**src/rtl/snake_dir_ctrl.sv**
```systemverilog
// ---------------------------------------------------------------------------
// snake_dir_ctrl
//
// Input-conditioning and timing stage in front of the snake game core.
// Raw active-low direction buttons are synchronised, debounced and turned
// into press events.  Each event becomes a turn request. A request that
// would reverse the committed direction is rejected, and the last accepted
// one is held as the pending direction. A free-running step timer commits
// the pending direction once per game step and emits a single-cycle strobe.
//
// Parameters
//   DEBOUNCE_CYCLES : consecutive differing cycles before a stable level flips
//   STEP_CYCLES     : clk cycles per game step
//   INIT_DIR        : direction loaded on reset (0 left, 1 up, 2 right, 3 down)
//
// Ports
//   clk            in   game clock
//   reset          in   asynchronous, active-high; clears all state
//   btn_n[3:0]     in   raw buttons, active-low (0 left, 1 up, 2 right, 3 down)
//   run            in   1 = step timer advances, 0 = timer frozen
//   move_direction out  committed direction, changes only on a step
//   step           out  one-cycle pulse per game step
//   dir_changed    out  one-cycle pulse with step when the direction changed
//   btn_level[3:0] out  debounced button levels, active-high (1 = held)
// ---------------------------------------------------------------------------
module snake_dir_ctrl #(
    parameter int unsigned DEBOUNCE_CYCLES = 250000,
    parameter int unsigned STEP_CYCLES     = 8000000,
    parameter int unsigned INIT_DIR        = 2
) (
    input  logic       clk,
    input  logic       reset,
    input  logic [3:0] btn_n,
    input  logic       run,
    output logic [1:0] move_direction,
    output logic       step,
    output logic       dir_changed,
    output logic [3:0] btn_level
);

    localparam int unsigned DB_W = (DEBOUNCE_CYCLES > 1) ? $clog2(DEBOUNCE_CYCLES) : 1;
    localparam int unsigned ST_W = (STEP_CYCLES > 1) ? $clog2(STEP_CYCLES) : 1;

    localparam logic [DB_W-1:0] DB_LAST = DB_W'(DEBOUNCE_CYCLES - 1);
    localparam logic [ST_W-1:0] ST_LAST = ST_W'(STEP_CYCLES - 1);
    localparam logic [1:0]      INIT_D  = 2'(INIT_DIR);

    // Synchroniser, raw (active-low) polarity
    logic [3:0]      sync1_q;
    logic [3:0]      sync2_q;

    // Debounce state; level is stored active-high so it drives btn_level directly
    logic [3:0]      level_q;
    logic [3:0]      level_d;
    logic [DB_W-1:0] db_cnt_q [4];
    logic [DB_W-1:0] db_cnt_d [4];
    logic [3:0]      press_q;
    logic [3:0]      press_d;

    // Request / pending direction
    logic            req_vld;
    logic [1:0]      req_dir;
    logic            req_ok;
    logic [1:0]      pending_q;
    logic [1:0]      pending_d;

    // Step timer and committed outputs
    logic [ST_W-1:0] step_cnt_q;
    logic [ST_W-1:0] step_cnt_d;
    logic [1:0]      dir_q;
    logic [1:0]      dir_d;
    logic            step_q;
    logic            step_d;
    logic            chg_q;
    logic            chg_d;

    // -----------------------------------------------------------------------
    // Debounce next state.  A raw '1' means released (level 0), so the
    // synchronised sample disagrees with the stable level exactly when the
    // raw bit equals the active-high level bit.
    // -----------------------------------------------------------------------
    always_comb begin
        level_d = level_q;
        press_d = '0;
        for (int i = 0; i < 4; i++) begin
            db_cnt_d[i] = db_cnt_q[i];
            if (sync2_q[i] == level_q[i]) begin
                if (db_cnt_q[i] == DB_LAST) begin
                    level_d[i]  = ~level_q[i];
                    db_cnt_d[i] = '0;
                    // Only the released->pressed transition is an event
                    press_d[i]  = ~level_q[i];
                end else begin
                    db_cnt_d[i] = db_cnt_q[i] + DB_W'(1);
                end
            end else begin
                db_cnt_d[i] = '0;
            end
        end
    end

    // -----------------------------------------------------------------------
    // Request selection: lowest bit wins (left > up > right > down).
    // The reversal check is against the committed direction, so a queued
    // turn can never set up a 180-degree move for the core.
    // -----------------------------------------------------------------------
    always_comb begin
        req_vld = |press_q;
        req_dir = 2'd3;
        if (press_q[0]) begin
            req_dir = 2'd0;
        end else if (press_q[1]) begin
            req_dir = 2'd1;
        end else if (press_q[2]) begin
            req_dir = 2'd2;
        end

        req_ok    = req_vld && (req_dir != (dir_q ^ 2'd2));
        pending_d = req_ok ? req_dir : pending_q;
    end

    // -----------------------------------------------------------------------
    // Step timer.  The commit uses pending_d so a request accepted on the
    // wrap cycle still lands in this step.
    // -----------------------------------------------------------------------
    always_comb begin
        step_cnt_d = step_cnt_q;
        dir_d      = dir_q;
        step_d     = 1'b0;
        chg_d      = 1'b0;
        if (run) begin
            if (step_cnt_q == ST_LAST) begin
                step_cnt_d = '0;
                step_d     = 1'b1;
                dir_d      = pending_d;
                chg_d      = (pending_d != dir_q);
            end else begin
                step_cnt_d = step_cnt_q + ST_W'(1);
            end
        end
    end

    // -----------------------------------------------------------------------
    // State registers
    // -----------------------------------------------------------------------
    always_ff @(posedge clk or posedge reset) begin
        if (reset) begin
            sync1_q    <= 4'hF;
            sync2_q    <= 4'hF;
            level_q    <= '0;
            press_q    <= '0;
            for (int i = 0; i < 4; i++) begin
                db_cnt_q[i] <= '0;
            end
            pending_q  <= INIT_D;
            step_cnt_q <= '0;
            dir_q      <= INIT_D;
            step_q     <= 1'b0;
            chg_q      <= 1'b0;
        end else begin
            sync1_q    <= btn_n;
            sync2_q    <= sync1_q;
            level_q    <= level_d;
            press_q    <= press_d;
            for (int i = 0; i < 4; i++) begin
                db_cnt_q[i] <= db_cnt_d[i];
            end
            pending_q  <= pending_d;
            step_cnt_q <= step_cnt_d;
            dir_q      <= dir_d;
            step_q     <= step_d;
            chg_q      <= chg_d;
        end
    end

    assign move_direction = dir_q;
    assign step           = step_q;
    assign dir_changed    = chg_q;
    assign btn_level      = level_q;

endmodule

```
**config.mk**
```make
export PLATFORM = sky130hd
export DESIGN_NAME = snake_dir_ctrl
export DESIGN_NICKNAME = d
export VERILOG_FILES = /design/src/rtl/snake_dir_ctrl.sv
export SDC_FILE = /design/constraint.sdc
export NUM_CORES = 1
export LEC_CHECK = 0
export CAP_MARGIN = 20
export CORE_MARGIN = 5
export CORE_UTILIZATION = 40
export DETAILED_ROUTE_END_ITERATION = 8
export GPL_TIMING_DRIVEN = 0
export PLACE_DENSITY_LB_ADDON = 0.1
export SYNTH_ARGS = -nofsm -noshare
export SYNTH_HDL_FRONTEND = slang
export SYNTH_SLANG_ARGS = --single-unit
export TNS_END_PERCENT = 50
```
**constraint.sdc**
```tcl
create_clock -name clk -period 5.8 [get_ports clk]
set_input_delay 0.58 -clock clk [delete_from_list [all_inputs] [get_ports clk]]
set_output_delay 0.58 -clock clk [all_outputs]
set_load 0.005 [all_outputs]
```
==> qor.csv, run 1 <==
metric,value,unit
status,finished clean,
ctsResizeCount,0,
synth_edf_count,0,
synth.area.top_cells,"dfrtp_1 50%, xnor2_1 8.4%, nor2_1 7.0%",
synth_area,5340,µm²
max_cap_violations,0,
fmax,426,MHz
syn_inst,516,
clk_pin_slew,0.05,ns
worst_ep_required_time,6.07,ns
fin_setup_tns,0,ns
rsz0062_at_grt,no,
die_area,15800,µm²
netlist.area_leader.share,50.2,%
clk_latency,0.41,ns
ir_drop,0.179,mV
finalMaxSlewViolations,0,
synth_flop_cell,dfrtp_1,
cts_root_buf,clkbuf_16,
syn_to_final_growth,17.7,%
grt_max_degree,79,
hold_slack,0.354,ns
num_vias,3642,
drt-vias-per-instance,4.93,
ctsHoldBuffers,0,
antenna_found_initial,0,
crit_arrival,2.62,ns
clock_path_buffers,2,
cts_setup_buffers,0,
diodes,0,
yosysTopAreaCell,dfrtp_1,
synthesis.nets,528,
io_pins,15,
max_slew_margin,68.0,%
fin_skew,0.00617,ns
start_util,40.5,%
synth_seq_cells,117,
synth_area_per_cell,10.3,µm²
clock_sinks,117,
ys_warn_count,0,
dr.pass1.iters,4,
crit_path_end_kind,flip-flop,
min_period,2.35,ns
fin_crit_sh,40.5,%
wirelength,9690,µm
total_power,1.93,mW
wire_per_inst,13.1,µm
start_kind,flip-flop,
fp-row-count,42,
drc,0,
gr-total-overflow,0,
grt_usage,13.6,%
grt_pass1_wl,17300,µm
port_buffers,14,
fin_nets,562,
yosysSeqAreaShare,55.1,%
async_flop_share,100,%
synthDistinctLibCells,42,
dp_hpwl,6390,µm
powerDensity,308,nW/µm²
pre_cts_slack,3.12,ns
core_area,13200,µm²
grt_pass1_vias,3719,
final_core_util,47.7,%
die_w,126,µm
hold_viol_final,0,
synth_most_common_cell,dfrtp_1,
cts_tree,built,
ant_nets,0,
cts_made_buffers,17,
routabilityCongestion,0.767,
drtIter0Drc,232,
synth_common_cells,"107 x dfrtp_1, 100 x nor2_1, 51 x xnor2_1, 38 x xor2_1, 36 x nand2_1",
die-height,126,µm
power_leakage,2.68,nW
htree_levels,4,
finalSetupViolations,0,
hp-class,reg -> reg,
cp_max_fo,10,
crit_type,reg -> reg,
drive_above_1_share,8.70,%
worstMarginPinSlew,0.481,ns
setup_slack,3.45,ns
per-layer routing:
layer,global-route usage (%),vias up,part of all wire (%)
met1,18.2,1754,51
met4,5.42,0,1.1
met2,19.9,37,45
li1,-,1842,-
met3,5.12,9,3.1
met5,0,-,0
final cells by class:
type	count	area, µm²
clock buffer	22	474
fill	1240	6900
inverter	12	50.0
timing repair buffer	15	168
multi-input combinational	380	2320
clock inverter	10	80.1
sequential	117	2940
buffer	7	28.8
tap	176	220
stage by stage:
stage | cells | cell area (µm²)
after floorplan | 516 | 5340
after global placement | 706 | 5700
after detailed placement | 707 | 5730
after CTS | 739 | 6290
after global routing | 739 | 6290
final | 739 | 6290
critical path: stages, from the launching register on:
cell	delay, ns
dfrtp_1	0.44
ha_1	0.28
nand3_1	0.18
nor4_1	0.29
nand3_1	0.23
nand2_1	0.28
clkbuf_1	0.41
nor2_1	0.10
power by group:
group / total, mW / switching [mW] / internal (mW)
clock network: 0.962 / 0.346 / 0.616
logic: 0.0876 / 0.0504 / 0.0372
registers: 0.884 / 0.0324 / 0.851
cell families after synthesis:
logic type / Yosys count / synth area share (%)
compound gates: 18 / 2.27
xor+xnor: 89 / 14.6
fa+ha+maj: 5 / 1.17
buf+inv: 19 / 1.38
flops: 117 / 55.1
mux: 3 / 0.609
simple gates: 265 / 24.9
cells in the final DEF, fill, tap and decap left out, types with 3 or more instances in the layout:
| master | Yosys | layout |
|---|---|---|
| nand4_1 | 23 | 23 |
| xor2_1 | 38 | 38 |
| nor2_1 | 100 | 100 |
| clkbuf_16 | 0 | 17 |
| and2_1 | 4 | 4 |
| nor4_1 | 7 | 7 |
| xnor2_1 | 51 | 51 |
| clkinv_2 | 0 | 7 |
| and3_1 | 16 | 16 |
| inv_1 | 12 | 11 |
| dfstp_2 | 10 | 10 |
| nand2_1 | 36 | 36 |
| nand3_1 | 29 | 29 |
| ha_1 | 5 | 5 |
| nor3_1 | 19 | 19 |
| o21ai_0 | 7 | 7 |
| clkbuf_8 | 0 | 3 |
| clkdlybuf4s50_1 | 0 | 14 |
| and4_1 | 13 | 13 |
| dfrtp_1 | 107 | 107 |
| clkbuf_1 | 5 | 7 |
final timing paths:
path	startpoint	end	cells after the start	slack, ns
worst max register to register	db_cnt_q[54]	db_cnt_q[67]	7	3.45
worst max-delay path	db_cnt_q[54]	db_cnt_q[67]	7	3.45
min in group asynchronous	reset	btn_level[2]	2	0.54
worst min-delay path	sync1_q[1]	sync2_q[1]	0	0.35
worst min register to register	sync1_q[1]	sync2_q[1]	0	0.35
max in group asynchronous	reset	move_direction[1]	3	4.54
registers in the layout, summed over array words and instances, names as in the netlist:
| name | count |
|---|---|
| dir_changed | 1 |
| db_cnt_q | 72 |
| press_q | 4 |
| pending_q | 2 |
| step_cnt_q | 23 |
| sync1_q | 4 |
| move_direction | 2 |
| sync2_q | 4 |
| btn_level | 4 |
| step | 1 |
(Power assumes the default switching activity.)
==> run 2, diff against run 1 <==
==> constraint.sdc (replaced) <==
create_clock -name clk -period 2.25 [get_ports clk]
set_input_delay 0.225 -clock clk [delete_from_list [all_inputs] [get_ports clk]]
set_output_delay 0.225 -clock clk [all_outputs]
set_load 0.005 [all_outputs]
==> run 2 against run 1 <==
Net effect: final cell count grew 0.14%; first-iteration DRC count shrank 36%; register-to-register slack got worse by 3.4 ns; wire length decreased by 0.40%; setup slack worse by 3.4 ns; clock skew about the same; global-route usage down 0.32 points; via count up 0.22%; sequential power rose to 2.6 times the previous value; core utilization up 0.82 points; power rose to 2.7 times the previous value; non-clock buffer count grew 1.
==> qor.csv, run 2 (same netlist as run 1, synthesis figures left out) <==
metric,value,unit,change
reg_top3,"db_cnt_q x72, step_cnt_q x23",,unchanged
drc,0,,unchanged
max_cap_violations,0,,unchanged
final_common_cell,dfrtp_1,,unchanged
ir_drop,0.505,mV,was 0.179 mV
grt_usage,13.2,%,was 13.6%
ant_nets,0,,unchanged
max_slew_margin,54.7,%,was 68.0%
grt_pass1_wl,17000,µm,was 17300 µm
clock_path_buffers,2,,unchanged
cp_slowest_cell,or4b_1,,was dfrtp_1
drive_above_1_share,9.22,%,was 8.70%
hp-class,in -> reg,,was reg -> reg
drt-vias-per-instance,4.93,,about the same
grt_pass1_vias,3668,,was 3719
cp_num_buf_inv,0,,was 1
fill_cells,1226,,was 1240
crit_chain,or4b_1 > or4_1 > nor2_4 > mux2_2,,was ha_1 > nand3_1 > nor4_1 > nand3_1 > nand2_1 > clkbuf_1 > nor2_1
min_from,btn_n[3],,was sync1_q[1]
routabilityCongestion,0.794,,was 0.767
port_buffers,14,,unchanged
finalMaxSlewViolations,0,,unchanged
cts_setup_buffers,0,,unchanged
gr-total-overflow,0,,unchanged
diodes,0,,unchanged
ctsResizeCount,3,,was 0
grt_max_degree,37,,was 79
final_cell_mix,"107 x dfrtp_1, 99 x nor2_1, 51 x xnor2_1",,"was 107 x dfrtp_1, 100 x nor2_1, 51 x xnor2_1"
fin_skew,0.00613,ns,was 0.00617 ns
num_vias,3650,,was 3642
antenna_found_initial,0,,unchanged
crit_path_end_kind,flip-flop,,unchanged
dr.pass1.iters,4,,unchanged
cp_max_fo,5,,was 10
wirelength,9650,µm,was 9690 µm
fmax,463,MHz,was 426 MHz
worstMarginPinSlew,0.679,ns,was 0.481 ns
powerDensity,818,nW/µm²,was 308 nW/µm²
cp-startpoint,step_cnt_q[10],,was db_cnt_q[54]
wire_per_inst,13.0,µm,was 13.1 µm
critPathTopFamily,simple AND/OR/NAND/NOR gates,,unchanged
fin_area,6390,µm²,was 6290 µm²
die_area,15800,µm²,unchanged
largest_reg_flops,72,,unchanged
finalSetupViolations,0,,unchanged
setup_slack,0.0912,ns,was 3.45 ns
clock_sinks,117,,unchanged
pre_cts_slack,-0.115,ns,was 3.12 ns
clk_latency,0.41,ns,about the same
min_period,2.16,ns,was 2.35 ns
fin_crit_sh,95.9,%,was 40.5%
crit_type,reg -> reg,,unchanged
ctsHoldBuffers,0,,unchanged
die_w,126,µm,unchanged
r2r-start,step_cnt_q[10],,was db_cnt_q[54]
die-height,126,µm,unchanged
hold_viol_final,0,,unchanged
status,finished clean,,unchanged
start_kind,flip-flop,,unchanged
syn_to_final_growth,19.8,%,was 17.7%
crit_arrival,2.45,ns,was 2.62 ns
clk_pin_slew,0.05,ns,about the same
fp-row-count,42,,unchanged
worst_ep_required_time,2.54,ns,was 6.07 ns
start_util,40.5,%,unchanged
htree_levels,4,,unchanged
cts_made_buffers,17,,unchanged
regMostFlops,db_cnt_q,,unchanged
fin_nets,563,,was 562
cts_tree,built,,unchanged
rsz0062_at_grt,yes,,was no
io_pins,15,,unchanged
placedInstanceArea,5770,µm²,was 5730 µm²
critPathMaxStageDelay,0.54,ns,was 0.44 ns
cts_root_buf,clkbuf_16,,unchanged
dp_hpwl,6530,µm,was 6390 µm
power_leakage,2.72,nW,was 2.68 nW
core_area,13200,µm²,unchanged
drtIter0Drc,148,,was 232
==> run 2: cell types whose count changed in the layout (fill, tap and decap cells not counted), sizes merged <==
| cell | previous run | this run |
|---|---|---|
| clkinv | 7 | 1 |
| bufinv | 1 | 2 |
| buf | 3 | 4 |
| clkbuf | 27 | 34 |
| inv | 12 | 11 |
| clkinvlp | 2 | 1 |
==> run 2: per-layer routing <==
metal	vias to the layer above	global-route usage [%]	wire, µm
li1	1841	-	-
met1	1754	17.8	4860
met2	45	19.3	4270
met3	10	5.37	401
met4	0	4.78	119
met5	-	0	0
==> run 2: per-stage QoR <==
| stage | hold slack (ns) | cells | setup TNS (ns) | utilization [%] | power, mW |
|---|---|---|---|---|---|
| finish | 0.215 | 740 | 0 | 48.5 | 5.23 |
| global route | 0.204 | 740 | -0.478 | 48.5 | 5.46 |
| CTS | 0.202 | 740 | 0 | 48.4 | 5.31 |
| detailed placement | 0.347 | 709 | -1.99 | 43.7 | 2.55 |
| global placement | 0.346 | 706 | -63.05 | 43.2 | 2.53 |
| floorplan | 0.229 | 516 | 0 | - | 2.46 |
==> run 2: worst register-to-register path, delay by kind of cell (launching register included) <==
family	cells	cell delay [ns]
DFF	1	0.41
muxes	1	0.36
and+or+nand+nor	3	1.28
==> run 2: cell type report <==
type	instances	area (µm²)	area share [%]
buffer	6	28.8	0.450
clock inverter	3	65.1	1.02
timing repair buffer	17	208	3.25
tap	176	220	3.44
sequential	117	2940	46.0
clock buffer	29	541	8.45
inverter	12	48.8	0.763
multi-input combinational	380	2340	36.6
==> run 2: path summary, 6_finish.rpt <==
path                                endpoint  slack [ns]  cells past startpoint
max                        move_direction[0]        0.09                      4
max reg2reg                move_direction[0]        0.09                      4
min reg2reg                       sync2_q[3]        0.35                      0
min                               sync1_q[3]        0.22                      1
max in group asynchronous  move_direction[1]        1.10                      4
min in group asynchronous         press_q[2]        0.27                      2
==> run 2: where the power goes <==
part / switching [mW] / internal (mW) / leakage [nW]
registers: 0.0816 / 2.19 / 1.57
clock network: 0.885 / 1.83 / 0.298
logic: 0.133 / 0.105 / 0.857
==> run 3, diff against run 2 <==
--- a/config.mk
+++ b/config.mk
@@ -8,7 +8,9 @@
 export CAP_MARGIN = 20
 export CORE_MARGIN = 5
 export CORE_UTILIZATION = 40
+export CTS_CLUSTER_SIZE = 12
 export DETAILED_ROUTE_END_ITERATION = 8
+export DONT_BUFFER_PORTS = 1
 export GPL_TIMING_DRIVEN = 0
 export PLACE_DENSITY_LB_ADDON = 0.1
 export SYNTH_ARGS = -nofsm -noshare
==> run 3 against run 2 <==
Net effect: combinational power about the same; sequential power about the same; setup slack worse by 0.042 ns; die area unchanged; core utilization down 0.55 points; maximum frequency down 1.9%; wire length up 1.3%; non-clock buffer count down 9; register-to-register slack worse by 0.04 ns; critical endpoint is now dir_changed; largest power group unchanged.
==> qor.csv, run 3 (same netlist as run 1, synthesis figures left out) <==
metric,value,unit,change
status,finished clean,,unchanged
clk_latency,0.41,ns,about the same
powerDensity,836,nW/µm²,was 818 nW/µm²
r2r-end,dir_changed,,was move_direction[0]
crit_arrival,2.47,ns,was 2.45 ns
whs_endpoint,step_cnt_q[4],,was sync1_q[3]
fin_area,6320,µm²,was 6390 µm²
setup_slack,0.0490,ns,was 0.0912 ns
multiInputGateArea,2340,µm²,about the same
reg_top3,"db_cnt_q x72, step_cnt_q x23",,unchanged
drc,0,,unchanged
grt_pass1_wl,17500,µm,was 17000 µm
crit_path_end_kind,flip-flop,,unchanged
cts_tree,built,,unchanged
start_kind,flip-flop,,unchanged
cp_max_fo,8,,was 5
fill_cells,1244,,was 1226
start_util,40.5,%,unchanged
ant_nets,0,,unchanged
routabilityCongestion,0.782,,was 0.794
hold_viol_final,0,,unchanged
crit_type,reg -> reg,,unchanged
layout.cells.non_filler,731,,was 740
core_area,13200,µm²,unchanged
placedInstanceArea,5630,µm²,was 5770 µm²
regMostFlops,db_cnt_q,,unchanged
die_area,15800,µm²,unchanged
worstRegToRegCells,5,,was 4
cts_made_buffers,17,,unchanged
hold_depth,3,,was 1
drive_above_1_share,10.5,%,was 9.22%
max_slew_margin,65.5,%,was 54.7%
io_pins,15,,unchanged
fin_nets,554,,was 563
min_period,2.20,ns,was 2.16 ns
min_from,run,,was btn_n[3]
ff2ff_setup_slack,0.05,ns,was 0.09 ns
gr-total-overflow,0,,unchanged
fmax,454,MHz,was 463 MHz
dp_hpwl,6640,µm,was 6530 µm
largest_reg_flops,72,,unchanged
worst_ep_required_time,2.52,ns,was 2.54 ns
finalMaxSlewViolations,0,,unchanged
clk_pin_slew,0.06,ns,was 0.05 ns
drtIter0Drc,177,,was 148
dr.pass1.iters,4,,unchanged
power_leakage,2.69,nW,was 2.72 nW
antenna_found_initial,0,,unchanged
clock_sinks,117,,unchanged
rsz0062_at_grt,yes,,unchanged
hp-class,in -> reg,,unchanged
grt_usage,13.7,%,was 13.2%
cp-startpoint,move_direction[0],,was step_cnt_q[10]
final_cell_mix,"107 x dfrtp_1, 99 x nor2_1, 51 x xnor2_1",,unchanged
die_w,126,µm,unchanged
diodes,0,,unchanged
clock_path_buffers,2,,unchanged
fin_crit_sh,97.8,%,was 95.9%
fp-row-count,42,,unchanged
worstMarginPinSlew,0.516,ns,was 0.679 ns
fin_skew,0.00652,ns,was 0.00613 ns
port_buffers,0,,was 14
syn_to_final_growth,18.4,%,was 19.8%
seq_area,2940,µm²,unchanged
num_vias,3676,,was 3650
die-height,126,µm,unchanged
grt_max_degree,42,,was 37
wirelength,9780,µm,was 9650 µm
drt-vias-per-instance,5.03,,was 4.93
r2r-start,move_direction[0],,was step_cnt_q[10]
cts_setup_buffers,0,,unchanged
pre_cts_slack,-0.0876,ns,was -0.115 ns
wire_per_inst,13.4,µm,was 13.0 µm
ir_drop,0.591,mV,was 0.505 mV
final_common_cell,dfrtp_1,,unchanged
grt_pass1_vias,3742,,was 3668
finalSetupViolations,0,,unchanged
dp_cells,695,,was 709
cts_root_buf,clkbuf_16,,unchanged
max_cap_violations,0,,unchanged
htree_levels,4,,unchanged
## run 3: timing repair
item / in CTS / in global routing
pin swaps: 0 / 0
hold buffers: 6 / 0
hold endpoints to repair: 23 / 0
resized for setup: 4 / 6
endpoints found under the setup margin: 41 / 60
gates cloned: 0 / 0
## run 3: per-layer routing
metal | share of wire, % | GRT usage, % | up-vias
met5 | 0 | 0 | -
met4 | 1.5 | 5.17 | 0
met3 | 3.5 | 4.95 | 16
met2 | 45 | 20.6 | 32
met1 | 50 | 18.1 | 1790
li1 | - | - | 1838
## run 3: how the worst max path moves through the flow
stage          slack [ns]                 to  cells after the start
2_1_floorplan        0.22  move_direction[0]                      4
3_3_place_gp        -0.10       db_cnt_q[63]                      7
3_5_place_dp        -0.09     step_cnt_q[17]                      5
4_1_cts              0.01  move_direction[0]                      4
5_1_grt             -0.06        dir_changed                      5
6_report             0.05        dir_changed                      5
## run 3: area by class of cell
class	instances	share of cell area (%)
clock inverter	12	2.41
multi-input combinational	380	37.0
tap	176	3.48
clock buffer	20	7.38
buffer	5	0.396
timing repair buffer	9	2.02
inverter	12	0.772
sequential	117	46.5
## run 3: worst max-delay path, stage by stage (launching register included)
cell     delay, ns
dfrtp_1       0.48
xnor2_1       0.17
or4_4         0.43
a41o_1        0.28
o31a_1        0.25
o41a_1        0.45
## run 3: power by group
part	switching [mW]	total, mW	leakage (nW)	internal, mW
Sequential	0.0848	2.28	1.57	2.19
Clock	0.943	2.77	0.294	1.82
Combinational	0.134	0.237	0.829	0.103
Total	1.16	5.28	2.69	4.12
## run 3: metrics by stage
step	total power [mW]	setup TNS, ns	hold WS [ns]	utilization [%]
4_1_cts	5.37	0	0.156	47.9
6_report	5.28	0	0.175	47.9
3_3_place_gp	2.52	-5.54	0.230	42.2
2_1_floorplan	2.46	0	0.229	-
5_1_grt	5.51	-0.0572	0.181	47.9
3_5_place_dp	2.54	-1.64	0.160	42.7
